**src/rtl/peak_pkg.sv**
```systemverilog
// rtl/peak_pkg.sv - shared state encoding, widths, entry type and helpers for the top-K peak detector
package peak_pkg;

  localparam int RANK_WIDTH      = 4;
  localparam int COUNT_WIDTH     = 5;
  localparam int MAX_PEAKS       = 16;
  localparam int DEF_WIDTH       = 32;
  localparam int DEF_INDEX_WIDTH = 11;

  typedef enum logic [1:0] {
    ST_IDLE  = 2'd0,
    ST_ACCUM = 2'd1,
    ST_DRAIN = 2'd2
  } peak_state_e;

  typedef struct packed {
    logic                       valid;
    logic [DEF_WIDTH-1:0]       mag;
    logic [DEF_INDEX_WIDTH-1:0] index;
  } peak_entry_t;

  function automatic logic [COUNT_WIDTH-1:0] count_valid(input logic [MAX_PEAKS-1:0] v);
    logic [COUNT_WIDTH-1:0] n;
    n = '0;
    for (int i = 0; i < MAX_PEAKS; i++) begin
      n = n + COUNT_WIDTH'(v[i]);
    end
    return n;
  endfunction

endpackage

```
**src/rtl/peak_sorted_insert.sv**
```systemverilog
// rtl/peak_sorted_insert.sv - single-cycle insertion of one candidate into a descending K-entry list
module peak_sorted_insert
  import peak_pkg::*;
#(
  parameter int WIDTH       = 32,
  parameter int INDEX_WIDTH = 11,
  parameter int NUM_PEAKS   = 4
) (
  input  logic                                  cand_i,
  input  logic [WIDTH-1:0]                      mag_i,
  input  logic [INDEX_WIDTH-1:0]                index_i,
  input  logic [NUM_PEAKS-1:0]                  list_valid_i,
  input  logic [NUM_PEAKS-1:0][WIDTH-1:0]       list_mag_i,
  input  logic [NUM_PEAKS-1:0][INDEX_WIDTH-1:0] list_index_i,
  output logic [NUM_PEAKS-1:0]                  list_valid_o,
  output logic [NUM_PEAKS-1:0][WIDTH-1:0]       list_mag_o,
  output logic [NUM_PEAKS-1:0][INDEX_WIDTH-1:0] list_index_o
);

  logic [NUM_PEAKS-1:0]                  beats;
  logic [NUM_PEAKS-1:0]                  beats_above;
  logic [NUM_PEAKS-1:0]                  shift_valid;
  logic [NUM_PEAKS-1:0][WIDTH-1:0]       shift_mag;
  logic [NUM_PEAKS-1:0][INDEX_WIDTH-1:0] shift_index;

  // Strict > keeps an equal-magnitude incumbent (earlier bin) ranked above the newcomer.
  always_comb begin
    for (int i = 0; i < NUM_PEAKS; i++) begin
      beats[i] = !list_valid_i[i] || (mag_i > list_mag_i[i]);
    end
  end

  assign beats_above = beats << 1;
  assign shift_valid = list_valid_i << 1;
  assign shift_mag   = list_mag_i << WIDTH;
  assign shift_index = list_index_i << INDEX_WIDTH;

  always_comb begin
    list_valid_o = list_valid_i;
    list_mag_o   = list_mag_i;
    list_index_o = list_index_i;
    if (cand_i) begin
      for (int i = 0; i < NUM_PEAKS; i++) begin
        if (beats[i] && !beats_above[i]) begin
          list_valid_o[i] = 1'b1;
          list_mag_o[i]   = mag_i;
          list_index_o[i] = index_i;
        end else if (beats[i]) begin
          list_valid_o[i] = shift_valid[i];
          list_mag_o[i]   = shift_mag[i];
          list_index_o[i] = shift_index[i];
        end
      end
    end
  end

endmodule

```
**src/rtl/fft_topk_peak_detector.sv**
```systemverilog
// rtl/fft_topk_peak_detector.sv - keeps the K largest above-threshold bins of a frame and streams them out sorted
module fft_topk_peak_detector
  import peak_pkg::*;
#(
  parameter int WIDTH       = 32,
  parameter int FFT_SIZE    = 2048,
  parameter int INDEX_WIDTH = 11,
  parameter int NUM_PEAKS   = 4,
  parameter int MIN_BIN     = 1
) (
  input  logic                   clk,
  input  logic                   reset,
  input  logic [WIDTH-1:0]       mag_in,
  input  logic                   mag_valid,
  output logic                   mag_ready,
  input  logic                   frame_start,
  input  logic [WIDTH-1:0]       threshold,
  output logic [WIDTH-1:0]       peak_mag,
  output logic [INDEX_WIDTH-1:0] peak_index,
  output logic [RANK_WIDTH-1:0]  peak_rank,
  output logic                   peak_valid,
  input  logic                   peak_ready,
  output logic                   peak_last,
  output logic                   frame_done,
  output logic [COUNT_WIDTH-1:0] peak_count,
  output logic                   sync_err
);

  localparam logic [INDEX_WIDTH-1:0] LAST_BIN  = INDEX_WIDTH'(FFT_SIZE - 1);
  localparam logic [INDEX_WIDTH-1:0] FIRST_BIN = INDEX_WIDTH'(MIN_BIN);

  peak_state_e                           state_q, state_d;
  logic [INDEX_WIDTH-1:0]                bin_cnt_q, bin_cnt_d;
  logic [WIDTH-1:0]                      thr_q, thr_d;
  logic [NUM_PEAKS-1:0]                  list_valid_q, list_valid_d;
  logic [NUM_PEAKS-1:0][WIDTH-1:0]       list_mag_q, list_mag_d;
  logic [NUM_PEAKS-1:0][INDEX_WIDTH-1:0] list_index_q, list_index_d;
  logic [RANK_WIDTH-1:0]                 rank_q, rank_d;
  logic [COUNT_WIDTH-1:0]                count_q, count_d;
  logic                                  frame_done_q, frame_done_d;
  logic                                  sync_err_q, sync_err_d;

  logic                                  beat;
  logic                                  restart;
  logic                                  cand;
  logic [INDEX_WIDTH-1:0]                cur_bin;
  logic [WIDTH-1:0]                      cur_thr;
  logic [NUM_PEAKS-1:0]                  base_valid;
  logic [NUM_PEAKS-1:0]                  ins_valid;
  logic [NUM_PEAKS-1:0][WIDTH-1:0]       ins_mag;
  logic [NUM_PEAKS-1:0][INDEX_WIDTH-1:0] ins_index;

  assign mag_ready = (state_q != ST_DRAIN);
  assign beat      = mag_valid && mag_ready;
  assign restart   = beat && frame_start;

  // A frame_start beat is bin 0 of a fresh, empty list under the newly sampled threshold.
  assign cur_bin    = restart ? '0 : bin_cnt_q;
  assign cur_thr    = restart ? threshold : thr_q;
  assign base_valid = restart ? '0 : list_valid_q;
  assign cand       = beat && (restart || (state_q == ST_ACCUM)) &&
                      (cur_bin >= FIRST_BIN) && (mag_in >= cur_thr);

  peak_sorted_insert #(
    .WIDTH       (WIDTH),
    .INDEX_WIDTH (INDEX_WIDTH),
    .NUM_PEAKS   (NUM_PEAKS)
  ) u_insert (
    .cand_i       (cand),
    .mag_i        (mag_in),
    .index_i      (cur_bin),
    .list_valid_i (base_valid),
    .list_mag_i   (list_mag_q),
    .list_index_i (list_index_q),
    .list_valid_o (ins_valid),
    .list_mag_o   (ins_mag),
    .list_index_o (ins_index)
  );

  always_ff @(posedge clk or posedge reset) begin
    if (reset) begin
      state_q      <= ST_IDLE;
      bin_cnt_q    <= '0;
      thr_q        <= '0;
      list_valid_q <= '0;
      list_mag_q   <= '0;
      list_index_q <= '0;
      rank_q       <= '0;
      count_q      <= '0;
      frame_done_q <= 1'b0;
      sync_err_q   <= 1'b0;
    end else begin
      state_q      <= state_d;
      bin_cnt_q    <= bin_cnt_d;
      thr_q        <= thr_d;
      list_valid_q <= list_valid_d;
      list_mag_q   <= list_mag_d;
      list_index_q <= list_index_d;
      rank_q       <= rank_d;
      count_q      <= count_d;
      frame_done_q <= frame_done_d;
      sync_err_q   <= sync_err_d;
    end
  end

  always_comb begin
    state_d      = state_q;
    bin_cnt_d    = bin_cnt_q;
    thr_d        = thr_q;
    list_valid_d = list_valid_q;
    list_mag_d   = list_mag_q;
    list_index_d = list_index_q;
    rank_d       = rank_q;
    count_d      = count_q;
    frame_done_d = 1'b0;
    sync_err_d   = 1'b0;
    case (state_q)
      ST_IDLE: begin
        if (beat) begin
          if (frame_start) begin
            state_d      = ST_ACCUM;
            thr_d        = threshold;
            bin_cnt_d    = INDEX_WIDTH'(1);
            list_valid_d = ins_valid;
            list_mag_d   = ins_mag;
            list_index_d = ins_index;
          end else begin
            sync_err_d = 1'b1;
          end
        end
      end
      ST_ACCUM: begin
        if (beat) begin
          list_valid_d = ins_valid;
          list_mag_d   = ins_mag;
          list_index_d = ins_index;
          if (frame_start) begin
            sync_err_d = 1'b1;
            thr_d      = threshold;
            bin_cnt_d  = INDEX_WIDTH'(1);
          end else if (bin_cnt_q == LAST_BIN) begin
            state_d      = ST_DRAIN;
            frame_done_d = 1'b1;
            count_d      = count_valid(MAX_PEAKS'(ins_valid));
            rank_d       = '0;
            bin_cnt_d    = '0;
          end else begin
            bin_cnt_d = bin_cnt_q + 1'b1;
          end
        end
      end
      ST_DRAIN: begin
        if (count_q == '0) begin
          state_d = ST_IDLE;
        end else if (peak_ready) begin
          if (peak_last) begin
            state_d = ST_IDLE;
            rank_d  = '0;
          end else begin
            rank_d = rank_q + 1'b1;
          end
        end
      end
      default: state_d = ST_IDLE;
    endcase
  end

  assign peak_valid = (state_q == ST_DRAIN) && (count_q != '0);
  assign peak_last  = peak_valid && (COUNT_WIDTH'(rank_q) == (count_q - 1'b1));
  assign peak_rank  = peak_valid ? rank_q : '0;
  assign frame_done = frame_done_q;
  assign peak_count = count_q;
  assign sync_err   = sync_err_q;

  always_comb begin
    peak_mag   = '0;
    peak_index = '0;
    if (peak_valid) begin
      for (int i = 0; i < NUM_PEAKS; i++) begin
        if (rank_q == RANK_WIDTH'(i)) begin
          peak_mag   = list_mag_q[i];
          peak_index = list_index_q[i];
        end
      end
    end
  end

endmodule

```
**config.mk**
```make
export PLATFORM = sky130hd
export DESIGN_NAME = fft_topk_peak_detector
export DESIGN_NICKNAME = d
export VERILOG_FILES = /design/src/rtl/peak_pkg.sv /design/src/rtl/peak_sorted_insert.sv /design/src/rtl/fft_topk_peak_detector.sv
export SDC_FILE = /design/constraint.sdc
export NUM_CORES = 1
export LEC_CHECK = 0
export ABC_CLOCK_PERIOD_IN_PS = 8000
export CORE_MARGIN = 5
export CORE_UTILIZATION = 25
export DETAILED_ROUTE_END_ITERATION = 12
export GPL_ROUTABILITY_DRIVEN = 0
export HOLD_SLACK_MARGIN = 0.03
export SLEW_MARGIN = 20
export SYNTH_ARGS = -nofsm -noshare
export SYNTH_HDL_FRONTEND = slang
export SYNTH_SLANG_ARGS = --single-unit
```
**constraint.sdc**
```tcl
create_clock -name clk -period 8 [get_ports clk]
set_input_delay 0.8 -clock clk [delete_from_list [all_inputs] [get_ports clk]]
set_output_delay 0.8 -clock clk [all_outputs]
set_load 0.005 [all_outputs]
```
==> metrics.txt <==
Core Region=64000 um2; Clk Latency, worst-skew pair=0.58 ns; P per Cell Area=380 nW/um2; Clock Tree Buf Depth=3; CTS H-tree depth=1; Setup violations, final=0; Iter 0 DRT Violations=1247; most frequent cells in the layout=a21oi_1 (314), nor2_1 (268), dfrtp_1 (230); Worst Setup SP=frame_start; initial antenna violation count=1; cell mode on critical path=ha_1; most common cell after layout, fill and taps aside=a21oi_1; IO Port Bufs=123; Die X=263 um; syn_area_per_cell=8.90 um2; Rel. slew slack=0.331; # DRC=0; LEAKAGE=0.00840 uW; Starting Density=0.251; Post-CTS Setup Inserts=0; router iterations before antenna repair=6; CP max FO=36; Register-to-Register Path Depth=17; grt ovf=0; Multi-input gate area=9310 um2; largest net degree at the start of global routing=128; R2R Setup Slk=2.16 ns; crit path kind=primary input to flop; Fin Setup TNS=0 ns; minimum clock period=6.09 ns; ys async rst share=1.00; Pwr Total=7270 uW; CP Capture Type=flop; Synth area leader=dfrtp_1; reg-to-reg endpoint=peak_count[1]$_DFFE_PP0P_; #FFs+latches synth=230; ranking of synthesized cells by area=dfrtp_1 (36%), ha_1 (13%), a21oi_1 (9.8%), nor2_1 (6.3%), mux2i_1 (5.6%); cts hold-fix bufs=0; Max Clk Rate=0.164 GHz; slowest CP cell=clkdlybuf4s50_1; Critical Path RT=8.44 ns; Post-synth EDFFs=0; clk root buf=clkbuf_16; worst r2r src=state_q[0]$_DFFE_PP0P_; Syn. warnings=0; Tcrit/Tclk final=0.762; vias in the first global route=13900; Hold Path Origin=list_index_q[41]$_DFFE_PP0P_; FF+latch area=5760 um2; RSZ-0062 raised after global routing=no; Area Growth Syn to Fin=19.1%; Mapped Area=16100 um2; GRT Util Overall=0.147; Syn Inst Count=1804; drt wl/cell=19.4 um; Yosys top cell area share=0.359; Slew Limit Fails=0; worst hold-check path type=flop to flop; DR vias/cell=5.08; final hold viol count=0; Die H=263 um; final worst slack=1.91 ns; Worst-Margin Slew=1.00 ns; filler instances=6697; global-route wire length before repair=82700 um; Resize count post-CTS=0; DIE AREA=69400 um2; Routed WL=53300 um; TritonCTS clock tree=yes; Cell Rows=93; DPL Wire Length=37100 um; Post-DRT Antenna Nets=0; status=finished clean; Max stage delay on crit path=0.65 ns; Seq/Total Area, Yosys=0.359; CP startpoint kind=primary input; Hold Path Stages=1; VDD IR-drop max=208 uV; distinct cell type count after synthesis=65; Cell Chain, Critical Path=clkdlybuf4s50_1 -> nand2_1 -> nor2_4 -> buf_4 -> mux2i_1 -> ha_1 -> a21o_1 -> a21o_1 -> a211o_1 -> a22oi_4 -> nand2_2 -> mux2_2 -> fa_1 -> inv_1 -> ha_1 -> ha_1 -> nand2_1 -> o21ai_0; layout cells sized above 1=0.0785; setup slack at placement=1.38 ns; Worst Hold End=list_index_q[41]$_DFFE_PP0P_; Nets=2115; max-cap violations=0; via count=14000; final core utilization=0.299; TritonCTS buffer count=29; Num Clock Sinks=230; top_reg_cell synth=dfrtp_1; Clock Pin Slew Worst Setup and Hold Paths=0.06 ns; Boundary Pins=126; Ant. Diodes=0; critical path data arrival time=6.53 ns; Clock Skews=0.0290 ns
==> Yosys cell counts, drive strengths merged, types with 6 or more instances <==
cell / number
buf: 47
nand4: 38
a21o: 18
clkbuf: 60
nand3: 25
and2: 18
a21oi: 318
nor4: 9
ha: 171
nand2: 49
nor2b: 9
dfrtp: 230
a2111oi: 6
inv: 141
mux2i: 90
o21ai: 38
a211oi: 8
nor3: 54
a222oi: 43
nor2: 270
mux2: 100
==> flip-flops by register name (all words and copies together) (netlist names) <==
signal        count
list_mag_q      128
list_index_q     44
thr_q            32
bin_cnt_q        11
list_valid_q      4
rank_q            4
peak_count        3
state_q           2
frame_done        1
sync_err          1
==> logic make-up (layout without fill, tap and decap cells) <==
family	Yosys count	in the layout	synth area share
simple gates	488	488	0.136
compound gates	465	465	0.173
buf+inv	248	340	0.0648
flops	230	230	0.359
mux	190	190	0.127
fa+ha+maj	172	172	0.135
xor+xnor	10	10	0.00546
other cells	1	2	0.000234
==> worst max-delay path by stage <==
stage / endpoint / slack (ns) / cells past startpoint
after floorplan: bin_cnt_q[0]$_DFFE_PP0P_ / 0.90 / 1
after global placement: peak_count[1]$_DFFE_PP0P_ / 1.54 / 18
after detailed placement: peak_count[1]$_DFFE_PP0P_ / 1.38 / 18
after CTS: peak_count[1]$_DFFE_PP0P_ / 2.01 / 18
after global routing: peak_count[1]$_DFFE_PP0P_ / 1.70 / 18
final: peak_count[1]$_DFFE_PP0P_ / 1.91 / 18
==> power breakdown <==
group,total (uW),switching [uW],leakage (uW),internal (uW)
clock,1390,551,0.000517,837
combinational,3750,2200,0.00506,1550
sequential,2130,450,0.00282,1680
==> metrics by stage <==
| stage | area [um2] | cells | hold slack (ns) |
|---|---|---|---|
| final | 19100 | 2752 | 0.492 |
| after global routing | 19100 | 2752 | 0.509 |
| after CTS | 19100 | 2750 | 0.494 |
| after detailed placement | 18100 | 2696 | 0.481 |
| after global placement | 18100 | 2696 | 0.469 |
| after floorplan | 16100 | 1805 | 0.442 |
==> per-layer routing <==
layer,global-route usage,share of wire,wire [um],vias to the layer above
met4,0.0301,0.016,854,2
li1,-,-,-,6583
met5,0,0.00024,13,-
met3,0.0317,0.078,4150,58
met1,0.202,0.44,23700,6828
met2,0.240,0.46,24600,500
==> area by class of cell <==
class	count	area share
sequential	230	0.301
clock buffer	38	0.0439
multi-input combinational	1327	0.487
inverter	141	0.0281
timing repair buffer	145	0.0751
clock inverter	16	0.00922
tap	855	0.0559
==> critical path, delay by kind of cell <==
family / cells / cell delay, ns
AOI/OAI and AO/OA: 5 / 1.11
adders and majority gates: 4 / 1.22
buffers and inverters: 3 / 1.06
muxes: 2 / 0.77
and+or+nand+nor: 4 / 1.50
Power figures use the tool's default switching activity.
